--- src/rtl/lsu_pkg.sv ---
// lsu_pkg: shared definitions for the load/store unit.
//   - access size encodings (SZ_BYTE / SZ_HALF / SZ_WORD; 2'b11 is treated as word)
//   - controller state codes
//   - lane_extract: pull a byte/half/word out of a memory word and extend it
//   - lane_merge:   replace the addressed byte/half lane of a memory word
// Lanes are little-endian: byte lane = offset[1:0], half lane = offset[1].
package lsu_pkg;

    localparam logic [1:0] SZ_BYTE = 2'b00;
    localparam logic [1:0] SZ_HALF = 2'b01;
    localparam logic [1:0] SZ_WORD = 2'b10;

    localparam logic [2:0] ST_IDLE   = 3'd0;
    localparam logic [2:0] ST_RD     = 3'd1;
    localparam logic [2:0] ST_LD_EXT = 3'd2;
    localparam logic [2:0] ST_RMW_WR = 3'd3;
    localparam logic [2:0] ST_WR     = 3'd4;
    localparam logic [2:0] ST_TRAP   = 3'd5;

    function automatic logic [31:0] lane_extract(
        input logic [31:0] rdata,
        input logic [1:0]  offset,
        input logic [1:0]  size,
        input logic        is_unsigned
    );
        logic [7:0]  b;
        logic [15:0] h;
        logic [31:0] r;
        b = rdata[{offset, 3'b000} +: 8];
        h = offset[1] ? rdata[31:16] : rdata[15:0];
        case (size)
            SZ_BYTE: r = {{24{~is_unsigned & b[7]}}, b};
            SZ_HALF: r = {{16{~is_unsigned & h[15]}}, h};
            default: r = rdata;  // word loads are never extended
        endcase
        return r;
    endfunction

    function automatic logic [31:0] lane_merge(
        input logic [31:0] old_word,
        input logic [31:0] wdata,
        input logic [1:0]  offset,
        input logic [1:0]  size
    );
        logic [31:0] r;
        r = old_word;
        case (size)
            SZ_BYTE: r[{offset, 3'b000} +: 8] = wdata[7:0];
            SZ_HALF: begin
                if (offset[1]) r[31:16] = wdata[15:0];
                else           r[15:0]  = wdata[15:0];
            end
            default: r = wdata;
        endcase
        return r;
    endfunction

endpackage

--- src/rtl/lsu_lane.sv ---
// lsu_lane: combinational lane steering shared by the load-extend and
// read-modify-write paths of lsu_ctrl.
// Ports:
//   rdata       in  32  memory word just read
//   wdata       in  32  right-aligned store data
//   offset      in  2   byte offset inside the word (already aligned to size)
//   size        in  2   SZ_BYTE / SZ_HALF / SZ_WORD
//   is_unsigned in  1   1 = zero-extend loads, 0 = sign-extend
//   load_data   out 32  extracted and extended load result
//   merge_data  out 32  rdata with the addressed lane replaced by wdata
module lsu_lane
    import lsu_pkg::*;
(
    input  logic [31:0] rdata,
    input  logic [31:0] wdata,
    input  logic [1:0]  offset,
    input  logic [1:0]  size,
    input  logic        is_unsigned,
    output logic [31:0] load_data,
    output logic [31:0] merge_data
);

    assign load_data  = lane_extract(rdata, offset, size, is_unsigned);
    assign merge_data = lane_merge(rdata, wdata, offset, size);

endmodule

--- src/rtl/lsu_ctrl.sv ---
// lsu_ctrl: load/store initiator between the CPU MEM stage and a word-wide
// data memory. Byte/half/word loads with sign/zero extension; sub-word stores
// are done as read-modify-write because the memory only writes full words.
//
// Optional build macro: MISALIGN_TRAP_EN
//   defined   - misaligned half/word accesses go to TRAP, no memory strobe,
//               and respond with resp_err=1, resp_rdata=0
//   undefined - offending low address bits are forced to zero; resp_err is 0
//
// Parameter: MEM_AW - log2 of memory depth in words
// Ports:
//   clk, rst              clock, synchronous active-high reset
//   req_valid/req_ready   request handshake
//   req_write, req_size, req_unsigned, req_addr, req_wdata   request fields
//   resp_valid            one-cycle completion pulse
//   resp_rdata, resp_err  load result (0 for stores), misalign trap flag
//   memread, memwrite     memory strobes (decoded from state)
//   mem_addr, mem_wdata   word index and full-word write data
//   mem_rdata             memory data, valid the cycle after memread
module lsu_ctrl
    import lsu_pkg::*;
#(
    parameter int MEM_AW = 10
) (
    input  logic        clk,
    input  logic        rst,
    input  logic        req_valid,
    input  logic        req_write,
    input  logic [1:0]  req_size,
    input  logic        req_unsigned,
    input  logic [31:0] req_addr,
    input  logic [31:0] req_wdata,
    output logic        req_ready,
    output logic        resp_valid,
    output logic [31:0] resp_rdata,
    output logic        resp_err,
    output logic        memread,
    output logic        memwrite,
    output logic [31:0] mem_addr,
    output logic [31:0] mem_wdata,
    input  logic [31:0] mem_rdata
);

    // Handshake: a request transfers on a rising edge where req_valid and
    // req_ready are both 1. req_ready is 1 exactly in IDLE, so the requester
    // must hold valid and all fields stable until then; valid while busy is
    // simply ignored. resp_valid pulses for one cycle, with no ready back.

    logic [2:0]        state;
    logic [MEM_AW-1:0] lat_widx;
    logic [1:0]        lat_off;
    logic [1:0]        lat_size;
    logic              lat_unsigned;
    logic              lat_write;
    logic [31:0]       lat_wdata;

    logic [1:0]        req_size_n;
    logic [1:0]        req_off_n;
    logic [2:0]        accept_state;
    logic [31:0]       load_data;
    logic [31:0]       merge_data;

    // Address bits above the memory range wrap away.
    logic unused_addr_bits;
    assign unused_addr_bits = ^req_addr[31:MEM_AW+2];

    always_comb begin
        // Reserved size 2'b11 behaves exactly like a word access.
        req_size_n   = (req_size == 2'b11) ? SZ_WORD : req_size;
        req_off_n    = 2'b00;
        accept_state = ST_RD;
`ifdef MISALIGN_TRAP_EN
        req_off_n = req_addr[1:0];
        if ((req_size_n == SZ_HALF && req_addr[0]) ||
            (req_size_n == SZ_WORD && req_addr[1:0] != 2'b00))
            accept_state = ST_TRAP;
        else if (req_write && req_size_n == SZ_WORD)
            accept_state = ST_WR;
        else
            accept_state = ST_RD;
`else
        case (req_size_n)
            SZ_BYTE: req_off_n = req_addr[1:0];
            SZ_HALF: req_off_n = {req_addr[1], 1'b0};
            default: req_off_n = 2'b00;
        endcase
        // Full-word stores need no read; everything else reads first.
        accept_state = (req_write && req_size_n == SZ_WORD) ? ST_WR : ST_RD;
`endif
    end

    lsu_lane u_lane (
        .rdata       (mem_rdata),
        .wdata       (lat_wdata),
        .offset      (lat_off),
        .size        (lat_size),
        .is_unsigned (lat_unsigned),
        .load_data   (load_data),
        .merge_data  (merge_data)
    );

    always_ff @(posedge clk) begin
        if (rst) begin
            state        <= ST_IDLE;
            resp_valid   <= 1'b0;
            resp_rdata   <= 32'h0;
            lat_widx     <= '0;
            lat_off      <= 2'b00;
            lat_size     <= SZ_BYTE;
            lat_unsigned <= 1'b0;
            lat_write    <= 1'b0;
            lat_wdata    <= 32'h0;
        end else begin
            resp_valid <= 1'b0;
            resp_rdata <= 32'h0;
            case (state)
                ST_IDLE: begin
                    if (req_valid) begin
                        lat_widx     <= req_addr[MEM_AW+1:2];
                        lat_off      <= req_off_n;
                        lat_size     <= req_size_n;
                        lat_unsigned <= req_unsigned;
                        lat_write    <= req_write;
                        lat_wdata    <= req_wdata;
                        state        <= accept_state;
                    end
                end
                ST_RD:     state <= lat_write ? ST_RMW_WR : ST_LD_EXT;
                ST_LD_EXT: begin
                    resp_valid <= 1'b1;
                    resp_rdata <= load_data;
                    state      <= ST_IDLE;
                end
                ST_RMW_WR, ST_WR: begin
                    resp_valid <= 1'b1;
                    state      <= ST_IDLE;
                end
`ifdef MISALIGN_TRAP_EN
                ST_TRAP: begin
                    resp_valid <= 1'b1;
                    state      <= ST_IDLE;
                end
`endif
                default: state <= ST_IDLE;
            endcase
        end
    end

`ifdef MISALIGN_TRAP_EN
    always_ff @(posedge clk) begin
        if (rst) resp_err <= 1'b0;
        else     resp_err <= (state == ST_TRAP);
    end
`else
    assign resp_err = 1'b0;
`endif

    // Memory-side outputs are pure decodes of state; mem_addr/mem_wdata are
    // held at zero whenever no strobe is active.
    always_comb begin
        req_ready = (state == ST_IDLE);
        memread   = (state == ST_RD);
        memwrite  = (state == ST_WR) || (state == ST_RMW_WR);
        mem_addr  = 32'h0;
        mem_wdata = 32'h0;
        if (memread || memwrite)
            mem_addr = {{(32-MEM_AW){1'b0}}, lat_widx};
        if (state == ST_WR)
            mem_wdata = lat_wdata;
        else if (state == ST_RMW_WR)
            mem_wdata = merge_data;
    end

endmodule

--- config.mk ---
export PLATFORM = sky130hd
export DESIGN_NAME = lsu_ctrl
export DESIGN_NICKNAME = d
export VERILOG_FILES = /design/src/rtl/lsu_pkg.sv /design/src/rtl/lsu_lane.sv /design/src/rtl/lsu_ctrl.sv
export SDC_FILE = /design/constraint.sdc
export NUM_CORES = 1
export LEC_CHECK = 0
export CAP_MARGIN = 20
export CORE_ASPECT_RATIO = 1.4
export CORE_MARGIN = 4
export CORE_UTILIZATION = 43
export DETAILED_ROUTE_END_ITERATION = 8
export PLACE_DENSITY = 0.81
export SLEW_MARGIN = 20
export SYNTH_ARGS = -nofsm -noshare
export SYNTH_HDL_FRONTEND = slang
export SYNTH_SLANG_ARGS = --single-unit
export TNS_END_PERCENT = 50
--- constraint.sdc ---
create_clock -name clk -period 3.5 [get_ports clk]
set_input_delay 0.875 -clock clk [delete_from_list [all_inputs] [get_ports clk]]
set_output_delay 0.875 -clock clk [all_outputs]
set_load 0.1 [all_outputs]
Word level (Yosys, flattened, before mapping)
Index checks and enable logic that the tools add are counted.
- bits in registers: 84
- input bits: 103
- output and inout port bits: 101
- word-level logic and storage cells: 51
- add/subtract/negate cells: 1
- equal/unequal tests: 9
- shift operators: 3
- multiplexer cells: 16
- bitwise gates (word level): 4
- reduce and logical (&&, ||, !) cells: 9
- operators with widths (kind ; count):
    one-hot mux 32 bit (2 select lines) ; 2
    2-to-1 mux 32 bit ; 2
    2-to-1 mux 16 bit ; 3
    bitwise mux 32 bit ; 1
    variable shift 8 x 7 -> 32 bit, first input constant ; 1
    variable part select 32 x 6 -> 8 bit ; 1
    variable part select 8 x 7 -> 32 bit ; 1
    2-to-1 mux 10 bit ; 1
    negation 5 -> 7 bit ; 1
    equality test 3 x 2 -> 1 bit, second input constant ; 2
    2-to-1 mux 3 bit ; 2
    one-hot mux 3 bit (2 select lines) ; 1
    equality test 2 x 1 -> 1 bit, second input constant ; 2
    equality test 2 bit, second input constant ; 2
    zero test 2 bit ; 2
    one-hot mux 2 bit (2 select lines) ; 1
    equality test 3 x 1 -> 1 bit, second input constant ; 1
    equality test 3 bit, second input constant ; 1
    zero test 3 bit ; 1
    OR reduction 3 bit ; 1
    bitwise AND 1 bit ; 2
    logical OR 1 bit ; 2
    2-to-1 mux 1 bit ; 2
    2-to-1 mux 2 bit ; 1
    5 further kinds ; 6

Logic depth before layout (Yosys ltp)
Gate-level depths: netlist of run 1.
- word-level depth: 7
- mapped depth: 9
- depth with buffers taken out: 6

Cells and area by module
A second synthesis of run 1 with hierarchy kept.
- cells, all modules: 609
- area total of the unflattened synthesis: 5386.4 sq um
- by module, submodules not included (module ; times used ; cells each ; area an instance (sq um) ; sequential area each (sq um)):
    lsu_ctrl ; 1 ; 374 ; 3816.2 ; 1681.6
    lsu_lane ; 1 ; 235 ; 1570.3 ; 0.0

Least setup slack after synthesis of run 1
Ideal clock, no wire load.
- path kind: flip-flop to output port
- start point: register lat_off[0]
- end point: output mem_wdata[16]
- arrival time: 3.549 ns
- required time: 2.625 ns
- setup slack: -0.924 ns
- cell stages (with the launch flop): 8
- cell sequence: dfxtp_1 clkbuf_1 inv_1 ha_1 nor3b_1 clkbuf_1 a32oi_1 o221ai_1
- longest elaborated chain between the ends: 6
- elaborated cells on any way between the ends: 7
- those cells by class: 1 x add/sub; 2 x shift; 4 x mux
- ends and longest elaborated chain (item ; line ; RTL):
    from (decl) ; lsu_ctrl.sv:51 ; logic [1:0] lat_off;
    from (signal assigned) ; lsu_ctrl.sv:120 ; lat_off <= req_off_n;
    negation 5 -> 7 bit * ; lsu_pkg.sv:48 ; SZ_BYTE: r[{offset, 3'b000} +: 8] = wdata[7:0];
    variable part select 8 x 7 -> 32 bit or variable shift 8 x 7 -> 32 bit (tied branches) ; lsu_pkg.sv:48 ;
    bitwise mux 32 bit * ; lsu_pkg.sv:48 ;
    one-hot mux 32 bit (2 select lines) * ; lsu_pkg.sv:47 ; case (size)
    2-to-1 mux 32 bit * ; lsu_ctrl.sv:170 ; else if (state == ST_RMW_WR)
    2-to-1 mux 32 bit * ; lsu_ctrl.sv:168 ; if (state == ST_WR)
    to (decl) ; lsu_ctrl.sv:40 ; output logic [31:0] mem_wdata,
Mark *: on every way between the ends. The rest lies on a longest branch, timed or not.

Final worst setup path of run 1
- start point: register lat_off[0]
- end point: output mem_wdata[25]
The elaborated chain is that of the path after synthesis.

==> run_results.csv, run 1 <==
group,metric,value,unit
status,outcome,"complete, no violations",
synth,synth_area,0.004810,sq mm
layout,n_antenna_cell,0,
clock_network,cts_tree,"yes",
synth,postSynth.asyncResetShare,0,%
global_routing,grt_usage,24.87,%
layout,final_cell_area,0.007038,sq mm
floorplanning,dieArea,0.01297,sq mm
sta,rsz0062_at_grt,"false",
floorplanning,rows,45,
synth,ys_types,54,
drt,drt-initial-drc-count,406,
layout,layout-drive-gt1-share,21.05,%
synth,ys_ff_latch,84,
power,fin_total_pwr,2784,uW
sta,finalCriticalPeriod,3.376,ns
drt,vias,5109,
sta,slew_violations,0,
drt,avgViaCountPerCell,5.793,
global_routing,grt_pass1_wl,25960,um
layout,area_growth,46.33,%
worst_setup_path,cp.arrival,2.50,ns
sta,fmax,296.2,MHz
clock_network,path_clk_slew,0.06,ns
layout,final_cell_mix,"nand2_1, dfxtp_1, clkdlybuf4s50_1, a21oi_1, buf_4",
floorplanning,die_h,133.1,um
worst_setup_path,criticalPathCategory,"register to output pin",
global_routing,globalRouteOverflowTotal,0,
sta,worstMarginPinSlew,0.8118,ns
drt,dr.pass1.iters,6,
placed_design,dpl_cell_area,0.006728,sq mm
sta,setup_tns,0,ns
synth,ys_seq_area_share,34.96,%
synth,synth_area_per_cell,7.963,sq um
sta,hold_viol_final,0,
drt,wl_per_cell,18.94,um
clock_network,numCtsBuffers,9,
min_path,hold_start,"lat_widx[5]",
sta,finalCritPeriodShare,96.46,%
placed_design,place.gp.congestion,0.9352,
power,leakage,0.002639,uW
drt,wl,16710,um
layout,fin_nets,845,
placed_design,dp_hpwl,12920,um
clock_network,postCtsHoldBufs,0,
drt,drtAntennaViolNets,0,
clock_network,clockBufferDepth,2,
global_routing,antenna_found_initial,0,
power,ir_worst_vdd,0.2342,mV
synth,syn_inst,604,
min_path,whs_path_depth,2,
worst_setup_path,r2r_cells,5,
worst_setup_path,critical_path.endpoint_type,"output pin",
worst_setup_path,rr_startpoint,"lat_size[0]",
floorplanning,initial_core_util,44.03,%
floorplanning,core-area,0.01092,sq mm
synth,synth_ff_type,"dfxtp_1",
worst_setup_path,cp_max_fo,12,
floorplanning,io_pins,204,
worst_setup_path,worst_ep_required_time,2.62,ns
clock_network,cts_root_buf,"clkbuf_16",
layout,final_common_cell,"nand2_1",
clock_network,clock_sinks,84,
global_routing,grt_max_degree,53,
synth,ys.warnings.count,0,
placed_design,io_buffers,160,
sta,relSlewSlack,45.46,%
clock_network,h-tree-depth,3,
worst_setup_path,cp-start-kind,"register",
sta,finClkSkew,0.004957,ns
sta,setup_viol,0,
global_routing,grt_pass1_vias,4842,
synth,synth-edff-count,0,
clock_network,clkLatencyLatePin,0.34,ns
worst_setup_path,startpoint,"lat_off[0]",
min_path,holdCritPathClass,"register to register",
power,cellPowerDensity,395.5,mW/mm^2
flow_run,maxCapViolCount,0,
floorplanning,dieWidth,97.39,um
drt,drc,0,
## where the power goes
part	switching [uW]	internal (uW)	leakage, uW
Sequential	51.9	1010	0.000685
Combinational	533	238	0.00180
Clock	368	586	0.000151
## final cells by class
| type | instances | area, sq um |
|---|---|---|
| fill | 910 | 3885 |
| multi-input combinational | 448 | 2872 |
| timing repair buffer | 177 | 1942 |
| sequential | 84 | 1683 |
| clock buffer | 11 | 252.7 |
| tap | 141 | 176.4 |
| inverter | 17 | 63.81 |
| clock inverter | 4 | 48.80 |
## metal layers
metal,global-route usage (%),routed length (um)
met1,29.91,6322
met2,44.01,8625
met3,4.034,1277
met4,9.854,480
met5,0,0
## metrics by stage
stage               cells  setup WS, ns  util (%)  hold slack [ns]
global route          882      0.008224     64.43           0.4607
finish                882        0.1237     64.43           0.4495
global placement      867        0.2875     61.59           0.4385
floorplan             626       -0.6281         -           0.4318
detailed placement    867        0.3231     61.59           0.4419
CTS                   882       0.04634     64.36           0.4502
## worst max-delay path, cell delays in order (launching register included)
cell and delay (ns):
dfxtp_2 0.50, inv_1 0.14, ha_1 0.36, nor2_1 0.11, nand3_1 0.20, nor3_2 0.34, a221o_1 0.30, buf_12 0.20
## state kept, by name (all words and copies together), names as in the netlist
signal        count
lat_write         1
lat_size          2
lat_off           2
resp_valid        1
lat_widx         10
state             3
lat_wdata        32
lat_unsigned      1
resp_rdata       32
## final timing paths
check	end	slack, ns
max	mem_wdata[25]	0.12
min	lat_widx[5]	0.45
max reg2reg	resp_rdata[6]	1.44
min reg2reg	lat_widx[5]	0.45
## Yosys cell counts (2+ instances only)
library cell / number / area [sq um]
nor4_1: 5 / 31.28
a222oi_1: 8 / 80.08
nand4_1: 5 / 31.28
buf_2: 20 / 100.1
nand2_1: 139 / 521.8
nand3_1: 3 / 15.01
a221oi_2: 7 / 105.1
o221ai_1: 16 / 140.1
a22o_1: 10 / 87.58
a2111oi_0: 4 / 35.03
or3b_1: 2 / 17.52
inv_1: 14 / 52.55
o2bb2ai_1: 4 / 35.03
a221o_1: 8 / 80.08
nor2_1: 14 / 52.55
nand3b_1: 3 / 22.52
a32oi_1: 8 / 70.07
o21ai_0: 5 / 25.02
inv_2: 3 / 11.26
a21o_1: 4 / 30.03
a22oi_1: 5 / 37.54
o21ai_1: 17 / 85.08
nor3_2: 3 / 30.03
buf_6: 3 / 33.78
nand2b_1: 6 / 37.54
o32ai_1: 8 / 70.07
dfxtp_1: 84 / 1682
nor3b_1: 2 / 15.01
buf_1: 5 / 18.77
clkbuf_1: 24 / 90.09
a2bb2oi_1: 4 / 35.03
nor3b_4: 2 / 37.54
a21oi_2: 11 / 96.34
buf_4: 25 / 187.7
or2_1: 2 / 12.51
nor3_1: 3 / 15.01
nor2b_1: 17 / 106.4
a21oi_1: 68 / 340.3
ha_1: 5 / 62.56
mux2i_1: 14 / 140.1
## logic make-up (layout without fill, tap and decap cells)
logic type	after synthesis	after routing	synth area share [%]
buffers and inverters	94	209	10.28
DFF	84	84	34.96
and+or+nand+nor	214	214	20.94
muxes	14	14	2.914
AOI/OAI and AO/OA	192	192	29.53
adders and majority gates	5	5	1.301
other	1	23	0.07797
## timing repair
item	in CTS	in global routing
buffers inserted	0	0
setup endpoints to repair	6	5
resized for setup	1	2
pin swaps	0	0
hold endpoints to repair	0	0
cloned	0	0
Note: power is estimated with default switching activity, not from simulation.
==> inputs of run 2 (changes only) <==
--- a/config.mk
+++ b/config.mk
@@ -8,11 +8,12 @@
 export CAP_MARGIN = 20
 export CORE_ASPECT_RATIO = 1.4
 export CORE_MARGIN = 4
-export CORE_UTILIZATION = 43
+export CORE_UTILIZATION = 45
 export DETAILED_ROUTE_END_ITERATION = 8
-export PLACE_DENSITY = 0.81
+export PLACE_DENSITY = 0.82
 export SLEW_MARGIN = 20
 export SYNTH_ARGS = -nofsm -noshare
 export SYNTH_HDL_FRONTEND = slang
+export SYNTH_HIERARCHICAL = 1
 export SYNTH_SLANG_ARGS = --single-unit
 export TNS_END_PERCENT = 50
==> run_results.csv, run 2 <==
group,metric,value,unit
clock_network,cts_root_buf,"clkbuf_16",
drt,vias,5025,
clock_network,path_clk_slew,0.07,ns
power,cellPowerDensity,380.6,mW/mm^2
clock_network,clock_sinks,84,
placed_design,dp_hpwl,13020,um
global_routing,grt_pass1_wl,25900,um
flow_run,maxCapViolCount,0,
worst_setup_path,timing.rr.end,"resp_rdata[15]",
placed_design,place_ws,0.1475,ns
global_routing,antenna_found_initial,0,
drt,avgViaCountPerCell,5.540,
clock_network,h-tree-depth,3,
synth,synth-edff-count,0,
layout,final_common_cell,"nand2b_1",
layout,area_growth,39.88,%
global_routing,grt_usage,24.09,%
min_path,holdCritPathClass,"register to register",
synth,yosys-top-cells-area,"dfxtp_1, nand2b_1, mux2i_1, a22o_1, nand2_1",
layout,final_cell_mix,"nand2b_1, dfxtp_1, clkdlybuf4s50_1, buf_4, nand2_1",
synth,synth_area,0.005386,sq mm
layout,top_regs,"lat_wdata (32), resp_rdata (32), lat_widx (10)",
synth,ys_ff_latch,84,
worst_setup_path,cp.arrival,2.57,ns
synth,ys.warnings.count,6,
floorplanning,dieWidth,100.5,um
drt,drt-initial-drc-count,448,
global_routing,globalRouteOverflowTotal,0,
synth,synth_commonest_cells,"nand2b_1, dfxtp_1, nand2_1, mux2i_1, a22o_1",
sta,hold_viol_final,0,
synth,ys_types,56,
floorplanning,rows,47,
drt,dr.pass1.iters,7,
clock_network,postCtsHoldBufs,0,
synth,syn_inst,609,
global_routing,grt_max_degree,57,
sta,worstMarginPinSlew,0.7012,ns
layout,n_antenna_cell,0,
sta,relSlewSlack,53.25,%
layout,layout-drive-gt1-share,20.39,%
sta,fmax,290.6,MHz
worst_setup_path,r2r_slack,1.18,ns
synth,synth_area_per_cell,8.845,sq um
sta,slew_violations,0,
drt,wl_per_cell,18.93,um
worst_setup_path,r2r_cells,5,
clock_network,clockBufferDepth,2,
worst_setup_path,cp_max_fo,8,
clock_network,clkLatencyLatePin,0.34,ns
synth,synth.top_cell.area_share,31.22,%
floorplanning,die_h,137.5,um
sta,finalCriticalPeriod,3.442,ns
worst_setup_path,critical_path.endpoint_type,"output pin",
power,leakage,0.003069,uW
sta,finalCritPeriodShare,98.33,%
worst_setup_path,cp-start-kind,"register",
min_path,whs_path_depth,2,
clock_network,numCtsBuffers,9,
global_routing,grt_pass1_vias,4852,
worst_setup_path,criticalPathCategory,"register to output pin",
placed_design,io_buffers,160,
drt,drtAntennaViolNets,0,
floorplanning,core-area,0.01176,sq mm
synth,ys_seq_area_share,31.22,%
layout,fin_util,64.06,%
min_path,hold_start,"lat_widx[1]",
power,fin_total_pwr,2868,uW
synth,synth_ff_type,"dfxtp_1",
synth,synth_top_area_cell,"dfxtp_1",
worst_setup_path,worst_ep_required_time,2.62,ns
synth,postSynth.asyncResetShare,0,%
drt,drc,0,
power,ir_worst_vdd,0.2995,mV
synth,synthMostInstantiatedCell,"nand2b_1",
floorplanning,initial_core_util,45.80,%
status,outcome,"complete, no violations",
drt,wl,17170,um
layout,fin_nets,863,
min_path,worstHoldEndpoint,"lat_widx[1]",
worst_setup_path,rr_startpoint,"lat_size[1]",
floorplanning,dieArea,0.01381,sq mm
placed_design,place.gp.congestion,0.8755,
sta,layout_setup_ws,0.05836,ns
sta,setup_viol,0,
sta,finClkSkew,0.009308,ns
floorplanning,io_pins,204,
clock_network,cts_tree,"yes",
[run 2: changes by cell type in the layout (fill, tap and decap cells not counted), moves of 9 or more]
cell / delta
nand2b_1: +94
nand2_1: -76
a21oi_1: -55
mux2i_1: +40
a22o_1: +32
and2_1: +32
o21ai_1: -16
nor2b_1: -13
o21ai_0: +11
a21boi_0: +9
[run 2: final cells by class]
class                           instances  area, sq um
Clock inverter                          7        68.82
Clock buffer                            9        225.2
Fill cell                             998         4227
Tap cell                              147        183.9
Timing Repair Buffer                  184         1994
Multi-Input combinational cell        464         3334
Sequential cell                        84         1683
Inverter                               12        45.04
[run 2: cells by family (layout without fill, tap and decap cells)]
family                     count (synthesis)  count (layout)  synth area share (%)
other                                      1              23               0.06962
DFF                                       84              84                 31.22
AOI/OAI and AO/OA                        143             143                 21.97
and+or+nand+nor                          232             232                 25.16
buffers and inverters                     83             212                 8.919
muxes                                     61              61                 11.50
adders and majority gates                  5               5                 1.161
[run 2: how the worst max path moves through the flow]
stage,from,endpoint,slack (ns),cells after the start
finish,lat_off[1],mem_wdata[8],0.06,8
global route,lat_off[1],mem_wdata[20],-0.03,9
detailed placement,mem_rdata[23],mem_wdata[23],0.15,6
CTS,lat_off[1],mem_wdata[22],0.008,8
global placement,mem_rdata[23],mem_wdata[23],0.16,6
floorplan,state[0],mem_addr[1],-0.59,4
[run 2: critical path: stages (launching register included)]
cell and delay [ns]:
dfxtp_1 0.33, inv_1 0.21, ha_1 0.33, nand2b_1 0.28
nor3_4 0.10, a222oi_1 0.43, inv_1 0.10, a22o_1 0.27
buf_12 0.18
[run 2: per-layer routing]
layer / share of wire (%) / GRT usage, % / vias up
met1: 38 / 27.64 / 2350
met2: 52 / 43.69 / 250
li1: - / - / 2395
met5: 0 / 0 / -
met3: 7.1 / 4.357 / 30
met4: 2.8 / 9.588 / 0
[run 2: repair_timing]
action	CTS	global route
setup buffers	0	1
gates resized for setup	0	2
endpoints found under the setup margin	0	12
[run 2: metrics by stage]
step	instances	area, sq um	setup TNS (ns)	hold WS, ns
floorplan	631	5469	-5.100	0.4434
finish	907	7535	0	0.4771
CTS	905	7507	0	0.4772
global placement	889	7213	0	0.4547
detailed placement	889	7213	0	0.4627
global route	907	7535	-0.1063	0.4943
[run 2: power by group]
| group | switching, uW | leakage, uW | internal [uW] |
|---|---|---|---|
| logic | 527 | 0.00224 | 328 |
| clock network | 434 | 0.000146 | 502 |
| registers | 68.3 | 0.000686 | 1010 |
